--- src/rtl/timekeep_alarm_unit.sv ---
// timekeep_alarm_unit: hh:mm:ss time of day with keypad set mode and N_ALARM
// snoozable alarm channels, compared on each second tick.
module timekeep_alarm_unit #(
    parameter int N_ALARM    = 2,
    parameter int ASEL_W     = 1,
    parameter int SNOOZE_MIN = 5,
    parameter int H24        = 1
) (
    input  logic               clk,
    input  logic               rst_n,
    input  logic               sec_tick,
    input  logic               set_mode,
    input  logic [1:0]         set_field,
    input  logic [5:0]         set_val,
    input  logic               set_load,
    input  logic               alm_wr,
    input  logic [ASEL_W-1:0]  alm_sel,
    input  logic [4:0]         alm_hr,
    input  logic [5:0]         alm_min,
    input  logic               alm_en_in,
    input  logic               alm_ack,
    input  logic               alm_snooze,
    output logic [4:0]         hh_disp,
    output logic [5:0]         mm,
    output logic [5:0]         ss,
    output logic               pm,
    output logic               in_set,
    output logic               set_err,
    output logic [N_ALARM-1:0] alarm_hit,
    output logic               alarm_any
);
    localparam logic [0:0] RUN = 1'b0;
    localparam logic [0:0] SET = 1'b1;

    logic [0:0] state_q, state_d;
    logic [4:0] hh_q, hh_d;
    logic [5:0] mm_q, mm_d, ss_q, ss_d;
    logic [N_ALARM-1:0][4:0] ahr_q, ahr_d, shr_q, shr_d;
    logic [N_ALARM-1:0][5:0] amin_q, amin_d, smin_q, smin_d;
    logic [N_ALARM-1:0] en_q, en_d, pend_q, pend_d, hit_q, hit_d;
    logic err_q, err_d;
    logic [4:0] t_hh, z_hh;
    logic [5:0] t_mm, t_ss, z_mm;
    logic [6:0] z_sum;
    logic tick_run, load_ok, wr_ok, wr_i, snz_i;

    always_comb begin
        tick_run = state_q == RUN && sec_tick;
        t_ss = ss_q == 6'd59 ? 6'd0 : ss_q + 6'd1;
        t_mm = ss_q != 6'd59 ? mm_q : mm_q == 6'd59 ? 6'd0 : mm_q + 6'd1;
        t_hh = (ss_q != 6'd59 || mm_q != 6'd59) ? hh_q : hh_q == 5'd23 ? 5'd0 : hh_q + 5'd1;
        // snooze target: current hh:mm plus SNOOZE_MIN, wrapping into hours
        z_sum = 7'(mm_q) + 7'(SNOOZE_MIN);
        z_mm = z_sum >= 7'd60 ? 6'(z_sum - 7'd60) : z_sum[5:0];
        z_hh = z_sum < 7'd60 ? hh_q : hh_q == 5'd23 ? 5'd0 : hh_q + 5'd1;
        load_ok = set_field <= 2'd1 ? set_val <= 6'd59 : set_field == 2'd2 ? set_val <= 6'd23 : 1'b0;
        wr_ok = 32'(alm_sel) < N_ALARM && alm_hr <= 5'd23 && alm_min <= 6'd59;
        err_d = (state_q == SET && set_load && !load_ok) || (alm_wr && !wr_ok);
        state_d = set_mode ? SET : RUN;
        hh_d = tick_run ? t_hh : hh_q;
        mm_d = tick_run ? t_mm : mm_q;
        ss_d = tick_run ? t_ss : ss_q;
        if (state_q == SET && set_load && load_ok) begin
            hh_d = set_field == 2'd2 ? set_val[4:0] : hh_q;
            mm_d = set_field == 2'd1 ? set_val : mm_q;
            ss_d = set_field == 2'd0 ? set_val : ss_q;
        end
        ahr_d = ahr_q;
        amin_d = amin_q;
        en_d = en_q;
        shr_d = shr_q;
        smin_d = smin_q;
        pend_d = pend_q;
        hit_d = hit_q;
        wr_i = 1'b0;
        snz_i = 1'b0;
        for (int i = 0; i < N_ALARM; i++) begin
            wr_i = alm_wr && wr_ok && alm_sel == ASEL_W'(i);
            snz_i = alm_snooze && !alm_ack && hit_q[i];
            // a fresh match outranks ack/snooze clearing in the same cycle
            hit_d[i] = (tick_run && en_q[i] && t_ss == 6'd0
                        && t_hh == (pend_q[i] ? shr_q[i] : ahr_q[i])
                        && t_mm == (pend_q[i] ? smin_q[i] : amin_q[i]))
                       || (hit_q[i] && !alm_ack && !alm_snooze);
            pend_d[i] = !alm_ack && !wr_i && (pend_q[i] || snz_i);
            shr_d[i] = snz_i ? z_hh : shr_q[i];
            smin_d[i] = snz_i ? z_mm : smin_q[i];
            ahr_d[i] = wr_i ? alm_hr : ahr_q[i];
            amin_d[i] = wr_i ? alm_min : amin_q[i];
            en_d[i] = wr_i ? alm_en_in : en_q[i];
        end
    end

    always_ff @(posedge clk or negedge rst_n) begin
        if (!rst_n) begin
            state_q <= RUN;
            hh_q <= '0;
            mm_q <= '0;
            ss_q <= '0;
            ahr_q <= '0;
            amin_q <= '0;
            en_q <= '0;
            shr_q <= '0;
            smin_q <= '0;
            pend_q <= '0;
            hit_q <= '0;
            err_q <= 1'b0;
        end else begin
            state_q <= state_d;
            hh_q <= hh_d;
            mm_q <= mm_d;
            ss_q <= ss_d;
            ahr_q <= ahr_d;
            amin_q <= amin_d;
            en_q <= en_d;
            shr_q <= shr_d;
            smin_q <= smin_d;
            pend_q <= pend_d;
            hit_q <= hit_d;
            err_q <= err_d;
        end
    end

    assign hh_disp = H24 != 0 ? hh_q : hh_q == 5'd0 ? 5'd12 : hh_q > 5'd12 ? hh_q - 5'd12 : hh_q;
    assign pm = H24 == 0 && hh_q >= 5'd12;
    assign mm = mm_q;
    assign ss = ss_q;
    assign in_set = state_q == SET;
    assign set_err = err_q;
    assign alarm_hit = hit_q;
    assign alarm_any = |hit_q;
endmodule

--- config.mk ---
export PLATFORM = sky130hd
export DESIGN_NAME = timekeep_alarm_unit
export DESIGN_NICKNAME = d
export VERILOG_FILES = /design/src/rtl/timekeep_alarm_unit.sv
export SDC_FILE = /design/constraint.sdc
export NUM_CORES = 1
export LEC_CHECK = 0
export ABC_AREA = 0
export BUFFER_PORTS_ARGS = -buffer_cell sky130_fd_sc_hd__buf_2
export CORE_MARGIN = 4
export CORE_UTILIZATION = 45
export DETAILED_ROUTE_END_ITERATION = 10
export PLACE_DENSITY_LB_ADDON = 0.2
export SYNTH_ARGS = -nofsm -noshare
export SYNTH_HDL_FRONTEND = slang
export SYNTH_SLANG_ARGS = --single-unit
--- constraint.sdc ---
create_clock -name clk -period 6.85 [get_ports clk]
set_clock_uncertainty 0.1 [all_clocks]
set_input_delay 0.3425 -clock clk [delete_from_list [all_inputs] [get_ports clk]]
set_output_delay 0.3425 -clock clk [all_outputs]
set_load 0.005 [all_outputs]
==> results of run 1 <==
==> kinds of logic after synthesis <==
group | count (synthesis) | synth area share
compound gates | 99 | 0.158
xor+xnor | 29 | 0.0629
fa+ha+maj | 6 | 0.0186
buf+inv | 25 | 0.0260
flops | 69 | 0.428
mux | 60 | 0.158
other cells | 1 | 0.000929
simple gates | 125 | 0.148
==> report_power, final <==
part	internal, uW	switching (uW)	leakage (uW)	total, uW
clock	218	164	0.000113	382
sequential	467	92.2	0.000877	559
combinational	200	230	0.000979	430
total	885	487	0.00197	1370
==> state kept, by name, summed over array words and instances (netlist names) <==
name       count
ss             6
ahr_q         10
smin_q        12
en_q           2
mm             6
alarm_hit      2
set_err        1
amin_q        12
pend_q         2
hh_disp        5
in_set         1
shr_q         10
==> per-layer routing <==
layer,vias up,global-route usage,part of all wire
met5,-,0,0
met4,0,0.0817,0.020
met3,14,0.0332,0.042
met2,63,0.320,0.46
met1,1516,0.294,0.48
li1,1584,-,-
==> area by class of cell <==
| cell class | instances | area share |
|---|---|---|
| timing repair buffer | 53 | 0.0599 |
| clock buffer | 10 | 0.0300 |
| sequential | 69 | 0.376 |
| tap | 108 | 0.0294 |
| clock inverter | 6 | 0.0204 |
| inverter | 5 | 0.00409 |
| multi-input combinational | 320 | 0.480 |
==> placed cells by master (no fill, tap or decap), drive strengths merged, types with 2 or more instances in the layout <==
master | Yosys | routed
a211oi | 2 | 2
a21boi | 3 | 3
a21o | 3 | 3
a21oi | 19 | 19
a31oi | 3 | 3
and3 | 3 | 3
buf | 7 | 52
bufinv | 0 | 2
clkbuf | 13 | 10
dfrtp | 69 | 69
ha | 6 | 6
inv | 5 | 7
mux2 | 31 | 31
mux2i | 29 | 29
nand2 | 52 | 52
nand2b | 7 | 7
nand3 | 7 | 7
nand4 | 9 | 9
nand4b | 2 | 2
nor2 | 29 | 29
nor2b | 4 | 4
nor3 | 4 | 4
nor4 | 2 | 2
o21ai | 41 | 41
o22a | 6 | 6
o22ai | 3 | 3
o31a | 2 | 2
o31ai | 2 | 2
o32a | 3 | 3
or2 | 2 | 2
or3 | 2 | 2
xnor2 | 16 | 16
xor2 | 13 | 13
==> worst max-delay path: stages (launching register included) <==
cell	delay, ns
dfrtp_1	0.56
ha_1	0.31
nand2b_1	0.14
nor4_2	0.84
nand4_1	0.27
a2111oi_2	0.43
nand4_1	0.15
o41ai_2	0.34
==> how the worst max path moves through the flow <==
stage / from / end / slack [ns] / depth (start not counted)
6_report: mm[0] / alarm_hit[1] / 3.60 / 7
4_1_cts: mm[0] / alarm_hit[1] / 3.62 / 7
2_1_floorplan: mm[1] / alarm_hit[1] / 4.37 / 8
3_5_place_dp: mm[0] / alarm_hit[1] / 3.66 / 7
5_1_grt: mm[0] / alarm_hit[1] / 3.32 / 7
3_3_place_gp: mm[0] / alarm_hit[1] / 3.82 / 7
==> metrics by stage <==
stage | util | setup slack (ns)
4_1_cts | 0.527 | 3.62
5_1_grt | 0.527 | 3.32
3_5_place_dp | 0.499 | 3.66
3_3_place_gp | 0.499 | 3.82
2_1_floorplan | - | 4.37
6_report | 0.527 | 3.60
==> repair_timing <==
action                                 in CTS  in global routing
hold buffers                                1                  0
endpoints found under the hold margin       1                  0
setup endpoints to repair                   0                  0
==> impl_metrics.csv, run 1 <==
group,metric,value,unit
status,outcome,"finished clean",
timing,fin_crit,3.25,ns
yosys,yosysSeqAreaShare,0.428,
yosys,synth_top_area_cell,"dfrtp_1",
placement,io_buffers,50,
yosys,synth_async_sr_flop_share,1.00,
cells_and_area,fin_cells,571,
global_route,grt_max_degree,70,
drt,first_pass_iters,4,
yosys,synthCells,414,
drt,drt_iter0_drc,181,
timing,rsz0062_at_grt,"false",
drt,drc,0,
floorplanning,start_util,0.463,
critical_path,worstPathArrival,3.40,ns
cells_and_area,multi_input_area,2200,um^2
yosys,syn_area,4040,um^2
floorplanning,io_pins,52,
drt,wl,10000,um
timing,period_share,0.474,
floorplanning,dieArea,10500,um^2
clock_tree,clock_latency,0.35,ns
yosys,yosysTopAreaCellShare,0.428,
global_route,track_usage,0.208,
yosys,synth_seq_cells,69,
clock_tree,postCtsSetupBuffers,0,
power,vdd_drop_max,0.132,mV
timing,drv_slew,0,
clock_tree,cts_max_level,3,
cells_and_area,fin_area,4590,um^2
cells_and_area,area_growth,13.8,%
yosys,synth_edf_count,0,
power,p_leak,0.00197,uW
power,finalPower,1370,uW
placement,dpl.cell_count,554,
critical_path,timing.rr.end,"alarm_hit[1]",
job,cap_violations,0,
critical_path,worstPathMaxFanout,12,
floorplanning,die_w,103,um
cells_and_area,final_nets,493,
critical_path,cp.required,7.00,ns
timing,setup_viol,0,
placement,detailed_place_hpwl,7340,um
yosys,synth_warnings,0,
critical_path,crit_type,"flip-flop to flip-flop",
yosys,syn_area_per_cell,9.75,um^2
drt,vias,3177,
global_route,overflow,0,
global_route,antenna_found_initial,0,
timing,finalHoldViolCount,0,
drt,post_drt_via_cell_ratio,5.56,
timing,tightest_slew,0.927,ns
cells_and_area,n_fill_cell,808,
yosys,ys_types,54,
power,powerDensity,299,nW/um^2
clock_tree,tritoncts,"done",
global_route,first_global_vias,3172,
critical_path,endpoint_kind,"flip-flop",
yosys,synth_commonest_cells,"69 x dfrtp_1, 52 x nand2_1, 40 x o21ai_0",
clock_tree,clkTransAtPathRegs,0.08,ns
timing,whs,0.0896,ns
cells_and_area,seqCellArea,1730,um^2
critical_path,critPathLaunchType,"flip-flop",
drt,ant_nets,0,
yosys,yosys-top-cells-area,"dfrtp_1 43%, mux2_2 8.6%, mux2i_1 7.2%",
clock_tree,post_cts_resized,0,
worst_hold_path,hp-class,"input pin to async pin",
drt,wire_per_inst,17.5,um
critical_path,rr_startpoint,"mm[0]",
critical_path,rrSetupSlack,3.60,ns
placement,gp_congestion,0.885,
timing,fin_setup_tns,0,ns
clock_tree,clock_sinks,69,
critical_path,worst-r2r-cell-count,7,
timing,slew_headroom,0.377,
yosys,ys.flop_type,"dfrtp_1",
floorplanning,rows,34,
floorplanning,design.core.area,8720,um^2
clock_tree,clockBufferDepth,2,
floorplanning,die_h,103,um
yosys,yosysMostFrequentCell,"dfrtp_1",
clock_tree,cts_root_buffer,"clkbuf_8",
yosys,syn-num-nets,449,
global_route,grt_pass1_wl,16800,um
clock_tree,cts_buffers,9,
cells_and_area,num_antenna_cells,0,
timing,fmax,308,MHz
placement,place_area,4350,um^2
cells_and_area,drive_above_1_share,0.231,
Note: power is estimated with default switching activity, not from simulation.
==> run 2, diff against run 1 <==
Clock period 6.85 ns to 2.9 ns, I/O delays scaled along.
==> run 2 against run 1 <==
Register-to-register slack got worse by 3.3 ns. Worst setup slack got worse by 3.3 ns. Maximum frequency increased by 26%. Non-clock buffer count increased by 28. Combinational power increased to 2.6 times the previous value. Critical endpoint unchanged. Critical path type unchanged.
==> impl_metrics.csv, run 2 (synthesized netlist as in run 1, its figures left out) <==
group,metric,value,unit
clock_tree,cts_root_buffer,"clkbuf_8",
timing,drv_slew,0,
placement,io_buffers,50,
drt,drc,0,
critical_path,critical_path.most_common_cell,"nand4_1",
clock_tree,tritoncts,"done",
floorplanning,die_w,103,um
drt,wire_per_inst,17.3,um
timing,fmax,388,MHz
critical_path,path_buf_inv,0,
cells_and_area,num_antenna_cells,0,
critical_path,critPathLaunchType,"flip-flop",
drt,ant_nets,0,
timing,finalHoldViolCount,0,
critical_path,worstPathArrival,2.73,ns
critical_path,cp_slowest_stage_delay,0.48,ns
power,vdd_drop_max,0.303,mV
cells_and_area,reg.largest.list,"amin_q: 12 flops, smin_q: 12 flops",
drt,drt_iter0_drc,147,
worst_hold_path,worst_hold_path.num_cells,4,
critical_path,critPathSlowestCell,"dfrtp_1",
power,powerDensity,687,nW/um^2
cells_and_area,drive_above_1_share,0.245,
clock_tree,clockBufferDepth,2,
cells_and_area,n_fill_cell,795,
timing,tightest_slew,0.809,ns
timing,fin_setup_tns,0,ns
critical_path,cp-startpoint,"hh_disp[0]",
critical_path,crit_type,"flip-flop to flip-flop",
placement,gp_congestion,0.920,
timing,setup_viol,0,
cells_and_area,fin_util,0.557,
job,cap_violations,0,
power,finalPower,3330,uW
timing,slew_headroom,0.458,
floorplanning,rows,34,
critical_path,rrSetupSlack,0.32,ns
cells_and_area,seqCellArea,1730,um^2
critical_path,timing.rr.end,"alarm_hit[1]",
critical_path,endpoint_kind,"flip-flop",
timing,fin_crit,2.58,ns
placement,detailed_place_hpwl,7740,um
power,p_leak,0.00210,uW
clock_tree,clock_sinks,69,
cells_and_area,final_cell_mix,"69 x dfrtp_1, 52 x nand2_1, 50 x buf_2, 40 x o21ai_0, 31 x mux2_2",
drt,post_drt_via_cell_ratio,5.62,
cells_and_area,final_nets,521,
global_route,grt_pass1_wl,17100,um
cells_and_area,multi_input_area,2210,um^2
global_route,overflow,0,
global_route,track_usage,0.212,
clock_tree,cts_max_level,3,
global_route,antenna_found_initial,0,
cells_and_area,area_growth,20.2,%
floorplanning,design.core.area,8720,um^2
floorplanning,die_h,103,um
critical_path,worst-r2r-cell-count,8,
critical_path,cp.required,3.05,ns
floorplanning,io_pins,52,
drt,wl,10300,um
clock_tree,clock_latency,0.35,ns
drt,vias,3363,
critical_path,critPathTopFamily,"compound AO/OA/AOI/OAI gates",
critical_path,crit_end,"alarm_hit[1]",
timing,rsz0062_at_grt,"false",
critical_path,worstPathMaxFanout,8,
floorplanning,dieArea,10500,um^2
global_route,grt_max_degree,37,
worst_hold_path,hp-class,"input pin to flip-flop",
critical_path,critical_path_depth,8,
clock_tree,clkTransAtPathRegs,0.08,ns
cells_and_area,layout_commonest_cell,"dfrtp_1",
clock_tree,cts_buffers,9,
drt,first_pass_iters,5,
floorplanning,start_util,0.463,
global_route,first_global_vias,3275,
timing,period_share,0.889,
status,outcome,"finished clean",
critical_path,path_cells,"ha_2 > nand2_1 > o31a_1 > xor2_1 > nand4_1 > a2111oi_2 > nand4_1 > o41ai_2",
critical_path,rr_startpoint,"hh_disp[0]",
## run 2: layout make-up
cell class | count | area share
clock inverters | 6 | 0.0232
well taps | 108 | 0.0278
multi-input cells | 320 | 0.456
repair buffers | 81 | 0.108
flip-flops and latches | 69 | 0.356
clock buffers | 9 | 0.0255
inverters | 5 | 0.00387
## run 2: where the power goes
part | switching, uW | internal [uW]
clock network | 381 | 568
registers | 181 | 1100
logic | 583 | 516
## run 2: worst reg2reg max path, delay by kind of cell (launching register included)
family	cells	cell delay [ns]
flops	1	0.48
simple gates	3	0.42
compound gates	3	1.03
fa+ha+maj	1	0.29
xor+xnor	1	0.17
## run 2: layer usage
layer / global-route usage / part of all wire / vias up
met5: 0 / 0 / -
met4: 0.0767 / 0.019 / 0
met3: 0.0433 / 0.045 / 13
met2: 0.327 / 0.47 / 73
met1: 0.296 / 0.46 / 1634
li1: - / - / 1643
## run 2: how the worst min path moves through the flow
stage / from / endpoint / slack, ns
floorplan: rst_n / ahr_q[0] / -0.25
global placement: set_mode / in_set / 0.16
detailed placement: set_mode / in_set / 0.16
CTS: alm_wr / set_err / 0.0005
global route: alm_ack / pend_q[0] / 0.01
finish: alm_ack / alarm_hit[0] / 0.01
## run 2: timing repair
action | in CTS | in global routing
hold buffers | 16 | 1
gates resized for setup | 0 | 2
endpoints found under the setup margin | 0 | 1
setup buffers | 0 | 0
endpoints found under the hold margin | 61 | 1
## run 2: stage by stage
stage               setup WS (ns)  cells  hold slack [ns]  cell area [um^2]
finish                      0.321    598           0.0117              4850
global route               0.0360    598           0.0120              4850
CTS                         0.279    597         0.000493              4840
detailed placement          0.298    566            0.161              4440
global placement            0.388    566            0.157              4440
floorplan                   0.421    414           -0.251              4040
==> run 3, diff against run 2 <==
Settings changed: CORE_ASPECT_RATIO set to 1.5.
==> run 3 against run 2 <==
Die area increased by 0.30%. Sequential power barely moved. Sequential cell count is the same. Highest routed layer unchanged. Combinational power barely moved. First-iteration DRC count grew 59%. Register-to-register slack worse by 0.02 ns. Routed wire length up 0.71%.
==> impl_metrics.csv, run 3 (synthesized netlist as in run 1, its figures left out) <==
group,metric,value,unit
drt,ant_nets,0,
cells_and_area,num_antenna_cells,0,
floorplanning,io_pins,52,
power,p_leak,0.00213,uW
critical_path,endpoint_kind,"flip-flop",
worst_hold_path,hp-class,"input pin to flip-flop",
clock_tree,cts_root_buffer,"clkbuf_16",
drt,wl,10400,um
cells_and_area,n_fill_cell,787,
drt,drt_iter0_drc,234,
drt,post_drt_via_cell_ratio,5.56,
timing,slew_headroom,0.403,
global_route,track_usage,0.209,
global_route,antenna_found_initial,0,
drt,wire_per_inst,17.3,um
floorplanning,design.core.area,8780,um^2
clock_tree,tritoncts,"done",
clock_tree,cts_max_level,3,
critical_path,worstPathArrival,2.74,ns
timing,drv_slew,0,
timing,period_share,0.898,
power,powerDensity,709,nW/um^2
global_route,grt_pass1_wl,17000,um
cells_and_area,layout_commonest_cell,"dfrtp_1",
cells_and_area,reg.largest.list,"amin_q: 12 flops, smin_q: 12 flops",
global_route,overflow,0,
placement,dp_slack,0.338,ns
job,cap_violations,0,
timing,whs,0.0292,ns
clock_tree,clockBufferDepth,2,
drt,first_pass_iters,4,
floorplanning,die_w,85.3,um
timing,fmax,384,MHz
critical_path,cp.required,3.03,ns
placement,io_buffers,50,
critical_path,worstPathMaxFanout,11,
critical_path,critPathTopFamily,"simple AND/OR/NAND/NOR gates",
timing,tightest_slew,0.895,ns
critical_path,cp_slowest_stage_delay,0.41,ns
critical_path,path_buf_inv,1,
clock_tree,clock_sinks,69,
global_route,grt_max_degree,70,
cells_and_area,area_growth,21.6,%
clock_tree,clkTransAtPathRegs,0.05,ns
timing,finalHoldViolCount,0,
critical_path,crit_type,"flip-flop to flip-flop",
critical_path,critPathLaunchType,"flip-flop",
clock_tree,clock_latency,0.33,ns
floorplanning,start_util,0.460,
floorplanning,die_h,124,um
clock_tree,cts_buffers,9,
status,outcome,"finished clean",
cells_and_area,final_nets,521,
cells_and_area,drive_above_1_share,0.235,
timing,worst_slack,0.297,ns
cells_and_area,fin_util,0.559,
cells_and_area,final_cell_mix,"69 x dfrtp_1, 52 x nand2_1, 50 x buf_2, 40 x o21ai_0, 31 x mux2_2",
timing,fin_crit,2.60,ns
drt,vias,3336,
drt,drc,0,
critical_path,path_cells,"ha_1 > nand2b_4 > nor4_2 > buf_4 > mux2i_1 > xor2_1 > nor2_1 > nand4_1 > o41ai_2",
placement,gp_congestion,0.883,
floorplanning,dieArea,10600,um^2
placement,detailed_place_hpwl,7780,um
global_route,first_global_vias,3343,
clock_tree,post_cts_resized,0,
floorplanning,rows,42,
timing,fin_setup_tns,0,ns
timing,rsz0062_at_grt,"false",
timing,setup_viol,0,
critical_path,critPathSlowestCell,"dfrtp_1",
power,vdd_drop_max,0.431,mV
-- run 3: changes by cell type in the layout (fill, tap and decap cells not counted), sizes merged --
cell / delta
clkinv: -3
bufinv: -2
clkbuf: +5
-- run 3: cell type report --
type                    instances  area, um^2  share of cell area
flip-flops and latches         69        1730               0.352
repair buffers                 81         526               0.107
inverters                       5        18.8             0.00382
well taps                     110         138              0.0280
clock buffers                  14         264              0.0538
clock inverters                 1        30.0             0.00612
multi-input cells             320        2200               0.449
-- run 3: worst paths after layout --
path | end | from | cells past startpoint | slack (ns)
worst max-delay path | alarm_hit[1] | ss[1] | 9 | 0.30
worst min-delay path | alarm_hit[0] | alm_ack | 4 | 0.03
worst max register to register | alarm_hit[1] | ss[1] | 9 | 0.30
worst min register to register | smin_q[3] | smin_q[3] | 2 | 0.38
max in group asynchronous | hh_disp[1] | rst_n | 3 | 1.65
min in group asynchronous | amin_q[11] | rst_n | 3 | 0.44
-- run 3: where the power goes --
group	switching [uW]	total [uW]	internal, uW
clock network	383	1090	708
registers	195	1300	1110
logic	570	1080	514
total	1150	3480	2330
-- run 3: layer usage --
metal,vias up,part of all wire,global-route usage
met2,86,0.52,0.360
met3,16,0.043,0.0430
li1,1633,-,-
met4,0,0.023,0.0851
met1,1601,0.42,0.255
met5,-,0,0
-- run 3: stage by stage --
stage	area, um^2	instances	power, uW
2_1_floorplan	4040	414	2010
3_3_place_gp	4440	568	2360
3_5_place_dp	4440	568	2380
4_1_cts	4910	600	3500
5_1_grt	4910	600	3700
6_report	4910	600	3480
-- run 3: timing repair --
| action | in CTS | in global routing |
|---|---|---|
| endpoints found under the hold margin | 96 | 0 |
| buffers inserted | 0 | 0 |
| hold buffers | 17 | 0 |
-- run 3: worst register-to-register path, cell delays in order, from the launching register on --
cell and delay [ns]:
dfrtp_1 0.41, ha_1 0.36, nand2b_4 0.11, nor4_2 0.24
buf_4 0.22, mux2i_1 0.33, xor2_1 0.11, nor2_1 0.15
nand4_1 0.14, o41ai_2 0.34
